--- config.mk ---
export PLATFORM = sky130hd
export DESIGN_NAME = serial_addsub
export DESIGN_NICKNAME = d
export VERILOG_FILES = /design/src/rtl/serial_addsub_pkg.sv /design/src/rtl/addsub_bit_cell.sv /design/src/rtl/serial_addsub.sv
export SDC_FILE = /design/constraint.sdc
export NUM_CORES = 1
export LEC_CHECK = 0
export CAP_MARGIN = 40
export CORE_ASPECT_RATIO = 0.75
export CORE_UTILIZATION = 51
export CTS_BUF_LIST = sky130_fd_sc_hd__clkbuf_16
export DETAILED_ROUTE_END_ITERATION = 10
export PLACE_DENSITY = 0.78
export SYNTH_ARGS = -nofsm -noshare
export SYNTH_HDL_FRONTEND = slang
export SYNTH_HIERARCHICAL = 1
export SYNTH_SLANG_ARGS = --single-unit
--- constraint.sdc ---
create_clock -name clk -period 3.3 [get_ports clk]
set_input_delay 0.66 -clock clk [delete_from_list [all_inputs] [get_ports clk]]
set_output_delay 0.66 -clock clk [all_outputs]
set_load 0.005 [all_outputs]
--- src/rtl/serial_addsub_pkg.sv ---
// Shared constants, FSM state encoding and sizing helper for the bit-serial adder/subtractor.
package serial_addsub_pkg;

    localparam logic MODE_ADD = 1'b0;
    localparam logic MODE_SUB = 1'b1;

    typedef logic [1:0] state_t;
    localparam state_t IDLE = 2'd0;
    localparam state_t RUN  = 2'd1;
    localparam state_t DONE = 2'd2;

    // Counter must be able to hold the value WIDTH itself.
    function automatic int cnt_width(input int w);
        return $clog2(w + 1);
    endfunction

endpackage

--- src/rtl/addsub_bit_cell.sv ---
// Combinational 1-bit add/sub cell: two cascaded half subtractors with mode-gated carry/borrow.
module addsub_bit_cell
    import serial_addsub_pkg::*;
(
    input  logic a,
    input  logic b,
    input  logic c,
    input  logic mode,
    output logic s,
    output logic co
);

    logic d1, bo1, bo2;

    assign d1  = a ^ b;
    assign bo1 = ~a & b;
    assign s   = d1 ^ c;
    assign bo2 = ~d1 & c;

    // The difference bit equals the sum bit, so only the carry term depends on mode.
    assign co = (mode == MODE_SUB) ? (bo1 | bo2) : ((a & b) | (d1 & c));

endmodule

--- src/rtl/serial_addsub.sv ---
// Bit-serial WIDTH-bit adder/subtractor, LSB first, one bit per clock.
// Define SERIAL_ADDSUB_OVF_EN to add the signed-overflow output ovf.
module serial_addsub
    import serial_addsub_pkg::*;
#(
    parameter int WIDTH = 8
) (
    input  logic             clk,
    input  logic             rst,
    input  logic             start,
    input  logic             mode,
    input  logic [WIDTH-1:0] a,
    input  logic [WIDTH-1:0] b,
    input  logic             cin,
    output logic             busy,
    output logic             done,
    output logic [WIDTH-1:0] result,
    output logic             cout
`ifdef SERIAL_ADDSUB_OVF_EN
    ,
    output logic             ovf
`endif
);

    localparam int CW = cnt_width(WIDTH);

    state_t           state;
    logic [WIDTH-1:0] a_sh, b_sh, r_sh;
    logic [CW-1:0]    cnt;
    logic             c, mode_r;
    logic             s, co, last;

    addsub_bit_cell u_cell (
        .a    (a_sh[0]),
        .b    (b_sh[0]),
        .c    (c),
        .mode (mode_r),
        .s    (s),
        .co   (co)
    );

    assign last = (cnt == CW'(WIDTH - 1));
    assign busy = (state == RUN);
    assign done = (state == DONE);

    // NOTE: all state uses non-blocking assignments so every flop samples pre-edge values.
    always_ff @(posedge clk or posedge rst) begin
        if (rst) begin
            state  <= IDLE;
            a_sh   <= '0;
            b_sh   <= '0;
            r_sh   <= '0;
            cnt    <= '0;
            c      <= 1'b0;
            mode_r <= MODE_ADD;
            result <= '0;
            cout   <= 1'b0;
`ifdef SERIAL_ADDSUB_OVF_EN
            ovf    <= 1'b0;
`endif
        end else if (state == RUN) begin
            a_sh <= a_sh >> 1;
            b_sh <= b_sh >> 1;
            r_sh <= {s, r_sh[WIDTH-1:1]};
            c    <= co;
            cnt  <= cnt + CW'(1);
            if (last) begin
                result <= {s, r_sh[WIDTH-1:1]};
                cout   <= co;
`ifdef SERIAL_ADDSUB_OVF_EN
                // c is the carry into the MSB at this point, co the carry out of it.
                ovf    <= c ^ co;
`endif
                state  <= DONE;
            end
        end else if (start) begin
            // Reached from IDLE or DONE; DONE+start gives back-to-back operation.
            a_sh   <= a;
            b_sh   <= b;
            c      <= cin;
            mode_r <= mode;
            cnt    <= '0;
            state  <= RUN;
        end else begin
            state <= IDLE;
        end
    end

endmodule
==> flow_summary.yaml <==
pwr:
  p_leak_nw: 1.10
  p_per_area_nw_per_um2: 933
  power_frac_seq: 0.397
  pwr-share-comb: 0.358
  swShare: 0.318
  power.switching_mw: 0.682
  irDropWorstVdd_mv: 0.504
  p_int_mw: 1.46
  pwr-share-clk: 0.245
global_routing:
  grt_max_degree: 47
  grt_use_total: 0.193
  grt_pass1_wl_um: 5330
  first_global_vias: 1203
  grt-ovfl-total: 0
  antenna_found_initial: 0
synth:
  synth_largest_area_cell: "dfrtp_1"
  synth.cell_area_um2: 1780
  avgSynthCellArea_um2: 11.6
  ys_seq_elements: 40
  yosysSeqAreaShare: 0.561
  synthesis.nets: 178
  yosysWarnings: 6
  synth_area_leaders: "dfrtp_1, mux2i_1, nand2_1"
  synth_top_area_share: 0.561
  ys_types: 23
  netlist_instances: 154
timing:
  period_share: 0.626
  max_freq_mhz: 484
  whs_ns: 0.480
  hold_viol: 0
  rsz0062_at_grt: "no"
  period_needed_ns: 2.07
  setup-tns-final_ns: 0
  worst_slack_ns: 1.23
  max_slew_margin: 0.598
  clock_skew_ns: 0.00602
  setup_viol: 0
  tightest_slew_ns: 0.601
  drv_slew: 0
cts:
  clock_latency_ns: 0.28
  root_buffer: "clkbuf_16"
  cts_hold_buf: 0
  cts_tree: "built"
  post_cts_buffers: 0
  cts-resized-gates: 0
  clk_pin_slew_worst_paths_ns: 0.05
  clock-sinks: 40
  numCtsBuffers: 5
  htreeDepth: 2
  clockBufferDepth: 2
die:
  io_pins: 32
  rows: 18
  initial_utilization: 0.539
  die-width_um: 70.3
  die_area_um2: 3740
  core_region_area_um2: 3310
  die_h_um: 53.2
layout:
  n_antenna_cell: 0
  layout.nets: 212
  mostFrequentLayoutCell: "dfrtp_1"
  syn_to_final_growth_pct: 28.9
  final_cell_mix: "dfrtp_1, nand2_1, clkdlybuf4s50_1"
  drive_gt1_frac: 0.143
  multiInputGateArea_um2: 716
  fin_area_um2: 2300
  regArea_um2: 1000
  n_fill_cell: 244
  final_core_util: 0.695
run:
  cap_violations: 0
setup_path:
  startpoint: "state[1]$_DFFE_PP0P_"
  worstPathRequired_ns: 2.64
  critPathCaptureType: "output pin"
  critPathArrivalTime_ns: 1.41
  crit_type: "register to output pin"
  critPathMaxFanout: 11
  regToRegStartpoint: "state[1]$_DFFE_PP0P_"
  startpoint_type: "register"
placed_design:
  post-place-ws_ns: 1.00
  dp_hpwl_um: 2300
  place.gp.congestion: 0.757
  portBuffers: 31
  placed_area_um2: 2140
detailed_routing:
  first_pass_iters: 4
  drt_iter0_drc: 99
  finalWirelength_um: 3180
  post-route-drc-count: 0
  via_count: 1171
  ant_nets: 0
  avgRoutedWirePerCell_um: 13.9
  vias_per_cell: 5.11
outcome:
  outcome: "complete, no violations"
min_path:
  min_from: "b_sh[7]$_DFFE_PP0P_"
  min_path_type: "register to register"
[flip-flops by register name (all words and copies together) (netlist names)]
name / flops
a_sh: 8
state: 2
b_sh: 8
c: 1
result: 8
mode_r: 1
cout: 1
cnt: 4
r_sh: 7
[per-stage QoR]
stage / cells / power (mW)
after global routing: 229 / 2.30
after detailed placement: 221 / 1.63
after CTS: 229 / 2.17
after global placement: 220 / 1.57
final: 229 / 2.14
after floorplan: 154 / 1.37
[final timing paths]
check / endpoint / slack [ns] / depth (start not counted)
setup / recovery: busy / 1.23 / 3
hold / removal: b_sh[6]$_DFFE_PP0P_ / 0.48 / 2
setup reg to reg: result[5]$_DFFE_PP0P_ / 1.36 / 5
hold reg to reg: b_sh[6]$_DFFE_PP0P_ / 0.48 / 2
max in group asynchronous: r_sh[3]$_DFFE_PP0P_ / 1.98 / 4
min in group asynchronous: result[7]$_DFFE_PP0P_ / 0.68 / 2
[logic make-up (layout without fill, tap and decap cells)]
logic type | Yosys count | after routing | share of synthesized area
flops | 40 | 40 | 0.561
mux | 30 | 30 | 0.196
simple gates | 49 | 49 | 0.120
compound gates | 19 | 19 | 0.0554
fa+ha+maj | 3 | 3 | 0.0295
buf+inv | 13 | 48 | 0.0379
[power by group through the flow]
stage	clock (mW)	combinational [mW]	sequential [mW]
after floorplan	0	0.548	0.827
after global placement	0	0.730	0.841
after detailed placement	0	0.772	0.860
after CTS	0.541	0.776	0.852
after global routing	0.565	0.853	0.879
final	0.526	0.767	0.852
[cell usage after synthesis]
cell type and n:
nor2_1 4, and3_1 1, o21ai_0 16, clkbuf_1 4, buf_6 2, ha_1 1, nand3_1 1, and4b_4 1
nand2b_4 1, mux2i_1 17, a211o_1 1, a21oi_1 2, nand2b_1 1, buf_2 3, inv_2 1, dfrtp_1 40
nand2_1 38, mux2_2 4, inv_1 3, nor2b_1 1, nor3_1 1, mux2_4 9, fa_1 2
[critical path: stages (launching register included)]
cell and delay, ns:
dfrtp_1 0.37, nand2b_4 0.20, inv_2 0.07, clkdlybuf4s50_1 0.49
[layout make-up]
| class | instances | share of cell area |
|---|---|---|
| clock buffer | 5 | 0.0544 |
| clock inverter | 3 | 0.0163 |
| inverter | 4 | 0.00653 |
| multi-input combinational | 101 | 0.311 |
| sequential | 40 | 0.435 |
| tap | 40 | 0.0218 |
| timing repair buffer | 36 | 0.155 |
[layer usage]
metal  vias to the layer above  GRT usage  wire (µm)
met2                        18      0.338       1590
met3                         4     0.0610        117
met5                         -          0          0
met1                       571      0.222       1440
met4                         0     0.0800         34
li1                        578          -          -
No activity file was read; power rests on OpenSTA's default activity.
